[config.mk]
export PLATFORM = sky130hd
export DESIGN_NAME = hazard_sequencer
export DESIGN_NICKNAME = d
export VERILOG_FILES = /design/src/rtl/hazard_sequencer_pkg.sv /design/src/rtl/hazard_sequencer_load_use_detect.sv /design/src/rtl/hazard_sequencer.sv
export SDC_FILE = /design/constraint.sdc
export NUM_CORES = 1
export LEC_CHECK = 0
export BUFFER_PORTS_ARGS = -buffer_cell sky130_fd_sc_hd__buf_4
export CAP_MARGIN = 20
export CELL_PAD_IN_SITES_DETAIL_PLACEMENT = 1
export CELL_PAD_IN_SITES_GLOBAL_PLACEMENT = 2
export CORE_ASPECT_RATIO = 0.9
export CORE_UTILIZATION = 22
export CTS_BUF_LIST = sky130_fd_sc_hd__clkbuf_8
export DETAILED_ROUTE_END_ITERATION = 6
export PLACE_DENSITY = 0.85
export SLEW_MARGIN = 10
export SYNTH_ARGS = -nofsm -noshare
export SYNTH_HDL_FRONTEND = slang
export SYNTH_SLANG_ARGS = --single-unit
[constraint.sdc]
create_clock -name clock -period 1.4 [get_ports clock]
set_input_delay 0.14 -clock clock [delete_from_list [all_inputs] [get_ports clock]]
set_output_delay 0.14 -clock clock [all_outputs]
set_load 0.03 [all_outputs]
[src/rtl/hazard_sequencer_pkg.sv]
// Shared encodings for the pipeline stall/flush sequencer: FSM states,
// pipeline-register bit indices and canonical write/clear vectors.
package hazard_sequencer_pkg;

  typedef enum logic [1:0] {
    SEQ_RUN      = 2'b00,
    SEQ_MEM_WAIT = 2'b01,
    SEQ_HALT     = 2'b10,
    SEQ_RSVD     = 2'b11
  } seq_state_e;

  localparam int PIPE_IFID  = 0;
  localparam int PIPE_IDEX  = 1;
  localparam int PIPE_EXMEM = 2;
  localparam int PIPE_MEMWB = 3;

  localparam logic [3:0] PIPE_WR_ALL     = 4'b1111;
  localparam logic [3:0] PIPE_WR_NONE    = 4'b0000;
  localparam logic [3:0] PIPE_WR_LOADUSE = PIPE_WR_ALL & ~4'(1 << PIPE_IFID);

  localparam logic [3:0] CLR_NONE    = 4'b0000;
  localparam logic [3:0] CLR_ALL     = 4'b1111;
  localparam logic [3:0] CLR_BRANCH  = 4'(1 << PIPE_IFID) | 4'(1 << PIPE_IDEX) | 4'(1 << PIPE_EXMEM);
  localparam logic [3:0] CLR_LOADUSE = 4'(1 << PIPE_IDEX);
  localparam logic [3:0] CLR_FREEZE  = 4'(1 << PIPE_MEMWB);

  typedef struct packed {
    logic       pc_write;
    logic [3:0] pipe_write;
    logic [3:0] pipe_clear;
  } seq_ctrl_t;

  function automatic seq_ctrl_t mk_ctrl(input logic pc, input logic [3:0] wr, input logic [3:0] clr);
    seq_ctrl_t c;
    c.pc_write   = pc;
    c.pipe_write = wr;
    c.pipe_clear = clr;
    return c;
  endfunction

endpackage

[src/rtl/hazard_sequencer_load_use_detect.sv]
// Load-use comparator: the load in EX targets a register the ID instruction reads.
// Writes to $zero are never real dependencies.
module load_use_detect
  import hazard_sequencer_pkg::*;
(
  input  logic [4:0] id_rs,
  input  logic [4:0] id_rt,
  input  logic       id_uses_rt,
  input  logic       ex_memr,
  input  logic [4:0] ex_dest,
  output logic       hit
);

  logic rs_match;
  logic rt_match;

  always_comb begin
    rs_match = (ex_dest == id_rs);
    rt_match = id_uses_rt && (ex_dest == id_rt);
    hit      = ex_memr && (ex_dest != 5'd0) && (rs_match || rt_match);
  end

endmodule

[src/rtl/hazard_sequencer.sv]
// Central stall/flush sequencer for the 5-stage pipeline (FSM, wait counter, output mux).
// Optional performance counters are compiled in with `HAZ_PERF_CNT_EN.
module hazard_sequencer
  import hazard_sequencer_pkg::*;
#(
  parameter int MEM_TIMEOUT = 16
`ifdef HAZ_PERF_CNT_EN
  ,
  parameter int CNT_W = 16
`endif
) (
  input  logic             clock,
  input  logic             reset,
  input  logic [4:0]       id_rs,
  input  logic [4:0]       id_rt,
  input  logic             id_uses_rt,
  input  logic             ex_memr,
  input  logic [4:0]       ex_dest,
  input  logic             m_branch_tkn,
  input  logic             m_mem_access,
  input  logic             dmem_busy,
`ifdef HAZ_PERF_CNT_EN
  output logic [CNT_W-1:0] stall_cnt,
  output logic [CNT_W-1:0] flush_cnt,
  output logic [CNT_W-1:0] wait_cnt_total,
`endif
  output logic             pc_write,
  output logic [3:0]       pipe_write,
  output logic [3:0]       pipe_clear,
  output logic [1:0]       seq_state,
  output logic             timeout_err
);

  localparam int WCW = (MEM_TIMEOUT > 2) ? $clog2(MEM_TIMEOUT) : 1;
  localparam logic [WCW-1:0] WAIT_LAST = WCW'(MEM_TIMEOUT - 1);

  seq_state_e     state_q, state_d;
  logic [WCW-1:0] wait_cnt_q, wait_cnt_d;
  logic           timeout_err_q, timeout_err_d;

  logic      lu_hit;
  logic      freeze;
  seq_ctrl_t ctrl;
  logic      ev_stall, ev_flush, ev_freeze;

  load_use_detect u_lud (
    .id_rs      (id_rs),
    .id_rt      (id_rt),
    .id_uses_rt (id_uses_rt),
    .ex_memr    (ex_memr),
    .ex_dest    (ex_dest),
    .hit        (lu_hit)
  );

  assign freeze = m_mem_access && dmem_busy;

  always_ff @(posedge clock) begin
    if (reset) begin
      state_q       <= SEQ_RUN;
      wait_cnt_q    <= '0;
      timeout_err_q <= 1'b0;
    end else begin
      state_q       <= state_d;
      wait_cnt_q    <= wait_cnt_d;
      timeout_err_q <= timeout_err_d;
    end
  end

  // wait_cnt counts busy cycles already spent frozen, including the one that left RUN
  always_comb begin
    state_d       = state_q;
    wait_cnt_d    = wait_cnt_q;
    timeout_err_d = timeout_err_q;
    case (state_q)
      SEQ_HALT: ;
      SEQ_MEM_WAIT: begin
        if (freeze) begin
          if (wait_cnt_q == WAIT_LAST) begin
            state_d       = SEQ_HALT;
            timeout_err_d = 1'b1;
          end else begin
            wait_cnt_d = wait_cnt_q + WCW'(1);
          end
        end else begin
          state_d    = SEQ_RUN;
          wait_cnt_d = '0;
        end
      end
      default: begin
        if (freeze) begin
          state_d    = SEQ_MEM_WAIT;
          wait_cnt_d = WCW'(1);
        end else begin
          state_d    = SEQ_RUN;
          wait_cnt_d = '0;
        end
      end
    endcase
  end

  always_comb begin
    ctrl      = mk_ctrl(1'b1, PIPE_WR_ALL, CLR_NONE);
    ev_stall  = 1'b0;
    ev_flush  = 1'b0;
    ev_freeze = 1'b0;
    if (reset) begin
      ctrl = mk_ctrl(1'b0, PIPE_WR_NONE, CLR_ALL);
    end else if (state_q == SEQ_HALT) begin
      ctrl = mk_ctrl(1'b0, PIPE_WR_NONE, CLR_NONE);
    end else if (freeze) begin
      ctrl      = mk_ctrl(1'b0, PIPE_WR_NONE, CLR_FREEZE);
      ev_freeze = 1'b1;
    end else if (m_branch_tkn) begin
      ctrl     = mk_ctrl(1'b1, PIPE_WR_ALL, CLR_BRANCH);
      ev_flush = 1'b1;
    end else if (lu_hit) begin
      ctrl     = mk_ctrl(1'b0, PIPE_WR_LOADUSE, CLR_LOADUSE);
      ev_stall = 1'b1;
    end
  end

  assign pc_write    = ctrl.pc_write;
  assign pipe_write  = ctrl.pipe_write;
  assign pipe_clear  = ctrl.pipe_clear;
  assign seq_state   = reset ? SEQ_RUN : state_q;
  assign timeout_err = timeout_err_q && !reset;

`ifdef HAZ_PERF_CNT_EN
  logic [CNT_W-1:0] stall_cnt_q, stall_cnt_d;
  logic [CNT_W-1:0] flush_cnt_q, flush_cnt_d;
  logic [CNT_W-1:0] wait_tot_q, wait_tot_d;

  always_comb begin
    stall_cnt_d = stall_cnt_q;
    flush_cnt_d = flush_cnt_q;
    wait_tot_d  = wait_tot_q;
    if (ev_stall && !(&stall_cnt_q)) stall_cnt_d = stall_cnt_q + CNT_W'(1);
    if (ev_flush && !(&flush_cnt_q)) flush_cnt_d = flush_cnt_q + CNT_W'(1);
    if (ev_freeze && !(&wait_tot_q)) wait_tot_d = wait_tot_q + CNT_W'(1);
  end

  always_ff @(posedge clock) begin
    if (reset) begin
      stall_cnt_q <= '0;
      flush_cnt_q <= '0;
      wait_tot_q  <= '0;
    end else begin
      stall_cnt_q <= stall_cnt_d;
      flush_cnt_q <= flush_cnt_d;
      wait_tot_q  <= wait_tot_d;
    end
  end

  assign stall_cnt      = reset ? '0 : stall_cnt_q;
  assign flush_cnt      = reset ? '0 : flush_cnt_q;
  assign wait_cnt_total = reset ? '0 : wait_tot_q;
`endif

endmodule

* Word-level counts from Yosys, hierarchy flattened
Index checks and enable logic that the tools add are counted.
** Operators by class
- Add/subtract/negate cells :: 1
- Equal/unequal tests :: 7
- Muxes and demuxes :: 14
- Bitwise operators :: 1
- Reductions and logical operators :: 11
** Operators with widths (count)
- two-way mux 9 bit :: 5
- == test 5 bit :: 2
- two-way mux 4 bit :: 2
- case mux 4 bit (2 select lines) :: 1
- two-way mux 2 bit :: 3
- inequality test 3 bit (second input constant) :: 2
- logical AND 1 bit :: 5
- nonzero test 5 bit :: 1
- adder 4 x 1 -> 4 bit (second input constant) :: 1
- == test 4 bit (second input constant) :: 1
- case mux 2 bit (2 select lines) :: 1
- AND reduction 2 bit :: 2
- AND reduction 3 bit :: 1
- == test 2 x 1 -> 1 bit (second input constant) :: 1
- == test 2 bit (second input constant) :: 1
- two-way mux 1 bit :: 2
- zero test 1 bit :: 1
- logical OR 1 bit :: 1
- inverter 1 bit :: 1
** Word-level totals
- Flip-flop bits (word level) :: 7
- Input port bits :: 22
- Output and inout bits :: 12
- Logic and storage cells :: 37

* Logic depth before layout (Yosys ltp)
Gate-level depths: netlist of run 1.
- Depth in word-level cells :: 9
- Depth in mapped cells :: 5
- Mapped depth without buffers :: 5

* Modules after synthesis
From an unflattened synthesis of run 1, not the netlist that was laid out.
** Second synthesis, totals
- Cell total of the unflattened synthesis :: 69
- Area, all modules :: 543.0 µm²
** Modules (own cells, without submodules)
- hazard_sequencer :: times used 1, cells each 52, area each 410.4 µm², sequential area each 140.1 µm²
- load_use_detect :: times used 1, cells each 17, area each 132.6 µm², sequential area each 0.0 µm²

* Least setup slack after synthesis of run 1
Ideal clock, no wire load.
- Path type :: register to output
- From :: reg state_q[0]
- To :: out pipe_write[0]
- Data arrival time :: 1.837 ns
- Data required time :: 1.260 ns
- Setup slack :: -0.577 ns
- Cell stages (with the launch flop) :: 6
- Path buffers :: 1
- Cells stage by stage :: dfxtp_1 nand2b_1 nand2_1 nor2_1 o31a_1 buf_4
** On the way
- Cells in the longest elaborated chain, start to end :: 3
** RTL lines
- from (decl) :: line hazard_sequencer.sv:37 : seq_state_e state_q, state_d;
- from (signal assigned) :: line hazard_sequencer.sv:63 : state_q <= state_d;
- == test 2 bit :: line hazard_sequencer.sv:108 : end else if (state_q == SEQ_HALT) begin
- two-way mux 9 bit :: line hazard_sequencer.sv:108
- two-way mux 9 bit :: line hazard_sequencer.sv:106 : if (reset) begin
- to (decl) :: line hazard_sequencer.sv:28 : output logic [3:0] pipe_write,
Every way passes these cells.

* Final worst setup path of run 1
- From :: reg state_q[0]
- To :: out pipe_clear[1]
** On the way
- Cells in the longest elaborated chain, start to end :: 3
** RTL lines
- == test 2 bit :: line hazard_sequencer.sv:108
- two-way mux 9 bit :: line hazard_sequencer.sv:108
- two-way mux 9 bit :: line hazard_sequencer.sv:106
- to (decl) :: line hazard_sequencer.sv:29 : output logic [3:0] pipe_clear,
Every way passes these cells.

==> run_results.csv, run 1 <==
group,metric,value,unit
critical_path,crit_fanout,7,
power,p_sw,0.000187,W
flow_run,drv_cap,0,
route,drc_errors,0,
critical_path,crit_required,1260,ps
logic_synthesis,yosysTopAreaCellShare,0.257,
sta,period_share,1.06,
sta,min_period,1490,ps
route,wl_met1,654,um
power,pwr-share-seq,0.300,
clock_network,cts-buffers-inserted,3,
route,dr_wl_met3,205,um
logic_synthesis,ys_seq_area_frac,0.257,
placed_design,port-buffer-count,33,
sta,fmax,0.671,GHz
placed_design,hpwl,1310,um
status,outcome,"finished with violations",
power,combPwrFrac,0.299,
critical_path,crit_path_start_kind,"register",
clock_network,cts_tree,"yes",
critical_path,crit_type,"reg2out",
global_route,grt_pass1_vias,660,
logic_synthesis,ys_warn_count,0,
sta,slew_viol_final,0,
sta,setup_ws,-89.2,ps
finish,nets,129,
sta,setup_viol,3,
power,peakVddDrop,0.431,mV
power,fin_total_pwr,0.000681,W
finish,fillerInstances,271,
route,wire_per_inst,12.7,um
finish,final_common_cell,"buf_4",
logic_synthesis,syn_area,544,um^2
die,io_pins,34,
global_route,overflow,0,
route,ant_nets,0,
die,dieArea,2680,um^2
logic_synthesis,ys_ff_latch,7,
power,clockPowerShare,0.401,
power,p_sw_frac,0.274,
clock_network,clock-sinks,7,
clock_network,cts_root_buffer,"clkbuf_8",
placed_design,gp_congestion,0.681,
sta,tightestPinTransition,283,ps
logic_synthesis,yosysTopAreaCell,"dfxtp_1",
global_route,antenna_found_initial,0,
sta,rsz0062_at_grt,"true",
power,p_leak,0.420,nW
global_route,grt_pass1_wl,2620,um
finish,area.growth.synth_to_final,75.6,%
finish,layout_common_cells,"buf_4, xor2_1, nor2_1, buf_6, dfxtp_1",
worst_hold_path,min_path_type,"in2reg",
die,die_w,54.4,um
global_route,gr-usage-all-layers,0.131,
route,viasPerCell,4.61,
logic_synthesis,syn-num-nets,90,
route,drt_wl_total,1680,um
sta,clock_skew,2.28,ps
finish,multi_input_area,413,um^2
placed_design,detailedPlace.worstSlack,-76.3,ps
power,p_int,0.000494,W
clock_network,cts_max_level,1,
logic_synthesis,synthCells,67,
die,start_util,0.241,
route,wl_met2,819,um
route,dr.pass1.iters,4,
logic_synthesis,ys_types,31,
die,die_h,49.2,um
route,vias,609,
finish,n_antenna_cell,0,
clock_network,cts_buffer_depth,2,
finish,final-seq-area,145,um^2
die,std_cell_rows,16,
logic_synthesis,synthTopCellsByArea,"dfxtp_1, xor2_1, nor2_1, buf_4, nor2b_1",
finish,final_util,0.423,
route,first_iter_violations,7,
finish,drive_gt1_frac,0.495,
critical_path,worstSetupEndpointType,"output port",
sta,hold_viol_final,0,
power,p_per_area,713,nW/um^2
critical_path,arrival,1350,ps
route,highest_layer,"met3",
logic_synthesis,synth_area_per_cell,8.12,um^2
clock_network,clock_latency,220,ps
finish,instances_no_fill,132,
global_route,grt_max_degree,13,
die,core_area,2260,um^2
status,violations,"setup timing",
clock_network,clkTransAtPathRegs,40,ps
sta,slew_headroom,0.811,
placed_design,place_inst,125,
## logic make-up after synthesis
group                      count (synthesis)  share of synthesized area
AOI/OAI and AO/OA                         15                      0.195
DFF                                        7                      0.257
and+or+nand+nor                           26                      0.262
adders and majority gates                  1                     0.0230
xor gates and xnor gates                  12                      0.193
buffers and inverters                      6                     0.0690
## final timing paths
check / cells after the start / slack, ps / startpoint / to
setup / recovery: 5 / -90 / state_q[0] / pipe_clear[1]
hold / removal: 2 / 180 / reset / state_q[1]
setup reg to reg: 4 / 130 / state_q[1] / wait_cnt_q[2]
hold reg to reg: 2 / 460 / timeout_err_q / timeout_err_q
## synthesized netlist by cell type
cell	n
a31oi_1	1
o21bai_1	2
nand2_1	2
o21ai_1	2
buf_4	4
ha_1	1
nor2_1	9
nor2b_1	4
nor4_2	1
xor2_1	11
a21oi_1	1
clkbuf_1	1
nand4b_1	1
and3_1	1
a31o_1	1
xnor2_1	1
a211oi_1	1
or2_1	1
o211ai_1	2
nor3_1	1
or4_1	1
nand3_1	2
o31a_1	1
nand2b_1	2
o21a_1	1
nor3b_1	1
a21o_1	1
o22ai_1	1
a32oi_1	1
inv_1	1
dfxtp_1	7
## final cells by class
cell class                      count  share of cell area
Multi-Input combinational cell     54               0.432
Timing Repair Buffer               39               0.330
Sequential cell                     7               0.152
Clock buffer                        3              0.0432
Tap cell                           27              0.0353
Clock inverter                      1             0.00393
Inverter                            1             0.00393
## stage by stage
stage	hold slack, ps	setup TNS (ps)	cell area, um^2
6_report	183	-229	956
5_1_grt	217	-346	956
4_1_cts	192	-217	925
3_5_place_dp	430	-206	838
3_3_place_gp	419	-218	838
2_1_floorplan	322	-128	572
## timing repair
item                                    in CTS  in global routing
hold buffers                                 0                  0
endpoints found under the setup margin       3                  6
cloned                                       0                  0
setup buffers                                2                  1
resized for setup                            7                  5
pin swaps                                    5                  8
## sequential cells by signal (all words and copies together) (netlist names)
name and cells:
wait_cnt_q 4, state_q 2, timeout_err_q 1
## critical path: stages, from the launching register on
cell	delay (ps)
dfxtp_4	370
nand2b_4	150
nand2_4	50
or2_1	220
o21bai_1	160
buf_4	180
## layer usage
metal | track usage | vias up
met5 | 0 | -
met4 | 0.0385 | 0
met3 | 0.0405 | 0
met2 | 0.244 | 30
met1 | 0.133 | 269
li1 | - | 310
## power by group through the flow
| stage | logic [W] | registers, W | clock network, W |
|---|---|---|---|
| floorplan | 0.000104 | 0.000209 | 0 |
| global placement | 0.000187 | 0.000209 | 0 |
| detailed placement | 0.000190 | 0.000209 | 0 |
| CTS | 0.000200 | 0.000204 | 0.000279 |
| global route | 0.000220 | 0.000205 | 0.000291 |
| finish | 0.000204 | 0.000204 | 0.000273 |
Note: power is estimated with default switching activity, not from simulation.
==> run 2, diff against run 1 <==
- PLACE_DENSITY: 0.85 -> 0.88
==> run 2 against run 1 <==
  * The flow still finishes with violations (setup timing)
  * Final area grew 4.5%
  * Register-to-register slack lost 90 ps
  * Clock skew is essentially flat
==> run_results.csv, run 2 (synthesis results as in run 1) <==
group,metric,value,unit
status,outcome,"finished with violations",
status,violations,"setup timing",
global_route,grt_pass1_vias,638,
critical_path,crit_path_start_kind,"primary input",
critical_path,cp_top_family,"simple AND/OR/NAND/NOR gates",
critical_path,crit_fanout,3,
critical_path,arrival,1300,ps
flow_run,drv_cap,0,
sta,setup_viol,3,
critical_path,crit_type,"in2out",
finish,top_register,"wait_cnt_q",
clock_network,cts_hold_buffers,0,
clock_network,cts_tree,"yes",
route,first_iter_violations,1,
critical_path,critical_path.cell_chain,"buf_4 > or4_4 > o21ai_2 > or2_1 > o21bai_1 > buf_4",
sta,period_share,1.03,
die,die_w,54.4,um
route,viasPerCell,4.90,
finish,area.growth.synth_to_final,83.4,%
critical_path,path_common_cell,"buf_4",
power,p_leak,0.439,nW
power,p_per_area,711,nW/um^2
clock_network,clock_latency,230,ps
finish,drive_gt1_frac,0.528,
placed_design,gp_congestion,0.701,
critical_path,crit_buf_inv,2,
global_route,overflow,0,
die,dieArea,2680,um^2
placed_design,port-buffer-count,33,
critical_path,cp_slowest_cell,"or4_4",
sta,tightestPinTransition,300,ps
finish,n_antenna_cell,0,
clock_network,cts-buffers-inserted,3,
finish,final_common_cell,"buf_4",
finish,nets,132,
finish,layout_common_cells,"buf_4, xor2_1, nor2_1, buf_6, dfxtp_1",
die,core_area,2260,um^2
sta,slew_viol_final,0,
clock_network,clock-sinks,7,
route,vias,661,
placed_design,place_inst,126,
die,start_util,0.241,
route,drc_errors,0,
power,peakVddDrop,0.572,mV
sta,min_period,1440,ps
critical_path,worstSetupEndpointType,"output port",
die,io_pins,34,
route,dr.pass1.iters,3,
finish,fillerInstances,264,
route,wire_per_inst,13.4,um
global_route,grt_max_degree,13,
die,die_h,49.2,um
critical_path,crit_required,1260,ps
sta,slew_headroom,0.800,
critical_path,cpPeakStageDelay,510,ps
sta,clock_skew,2.01,ps
sta,setup_ws,-40.4,ps
global_route,grt_pass1_wl,2640,um
global_route,antenna_found_initial,0,
clock_network,clkTransAtPathRegs,40,ps
sta,hold_viol_final,0,
finish,largest_reg_flops,4,
placed_design,detailedPlace.worstSlack,-71.6,ps
clock_network,cts_root_buffer,"clkbuf_8",
sta,rsz0062_at_grt,"true",
sta,fmax,0.694,GHz
finish,instances_no_fill,135,
placed_design,hpwl,1300,um
global_route,gr-usage-all-layers,0.137,
worst_hold_path,min_path_type,"in2reg",
finish,reg.largest.list,"wait_cnt_q x4, state_q x2, timeout_err_q x1",
clock_network,cts_buffer_depth,2,
route,drt_wl_total,1810,um
clock_network,cts_max_level,1,
route,ant_nets,0,
die,std_cell_rows,16,
run 2: changes by cell type in the layout (fill, tap and decap cells not counted):
cell      delta
or4_1        -1
clkinv_2     +1
buf_6        +2
inv_1        -1
or4_4        +1
buf_8        +1
run 2: what timing repair did:
action,CTS,global route
endpoints found under the setup margin,4,5
hold endpoints to repair,0,0
setup buffers,3,2
pin swaps,8,10
gates resized for setup,13,4
run 2: final timing paths:
kind	startpoint	end	slack, ps	depth (start not counted)
max reg2reg	wait_cnt_q[1]	wait_cnt_q[0]	40	5
min reg2reg	timeout_err_q	timeout_err_q	470	2
max	ex_dest[0]	pipe_clear[1]	-40	6
min	reset	state_q[1]	180	2
run 2: layer usage:
metal,wire length (um),vias to the layer above,global-route usage
met4,23,0,0.0769
met3,183,2,0.0125
met2,944,30,0.264
met5,0,-,0
met1,655,313,0.130
li1,-,316,-
run 2: stage by stage:
stage / utilization / hold slack, ps / power (W) / setup TNS, ps / area, um^2
3_3_place_gp: 0.374 / 422 / 0.000398 / -175 / 846
6_report: 0.441 / 185 / 0.000710 / -108 / 998
5_1_grt: 0.441 / 205 / 0.000740 / -353 / 998
3_5_place_dp: 0.374 / 434 / 0.000403 / -212 / 846
4_1_cts: 0.428 / 183 / 0.000717 / -142 / 968
2_1_floorplan: - / 322 / 0.000313 / -128 / 572
run 2: layout make-up:
class,instances,area (um^2),area share
clock buffer,3,41.3,0.0414
clock inverter,1,5.00,0.00501
timing repair buffer,42,353,0.353
inverter,1,3.75,0.00376
multi-input combinational,54,417,0.417
sequential,7,145,0.145
tap,27,33.8,0.0338
run 2: power by group:
group	switching [W]	internal [W]
logic	0.000105	0.000111
registers	0.00000135	0.000201
clock network	0.0000971	0.000193
total	0.000204	0.000506
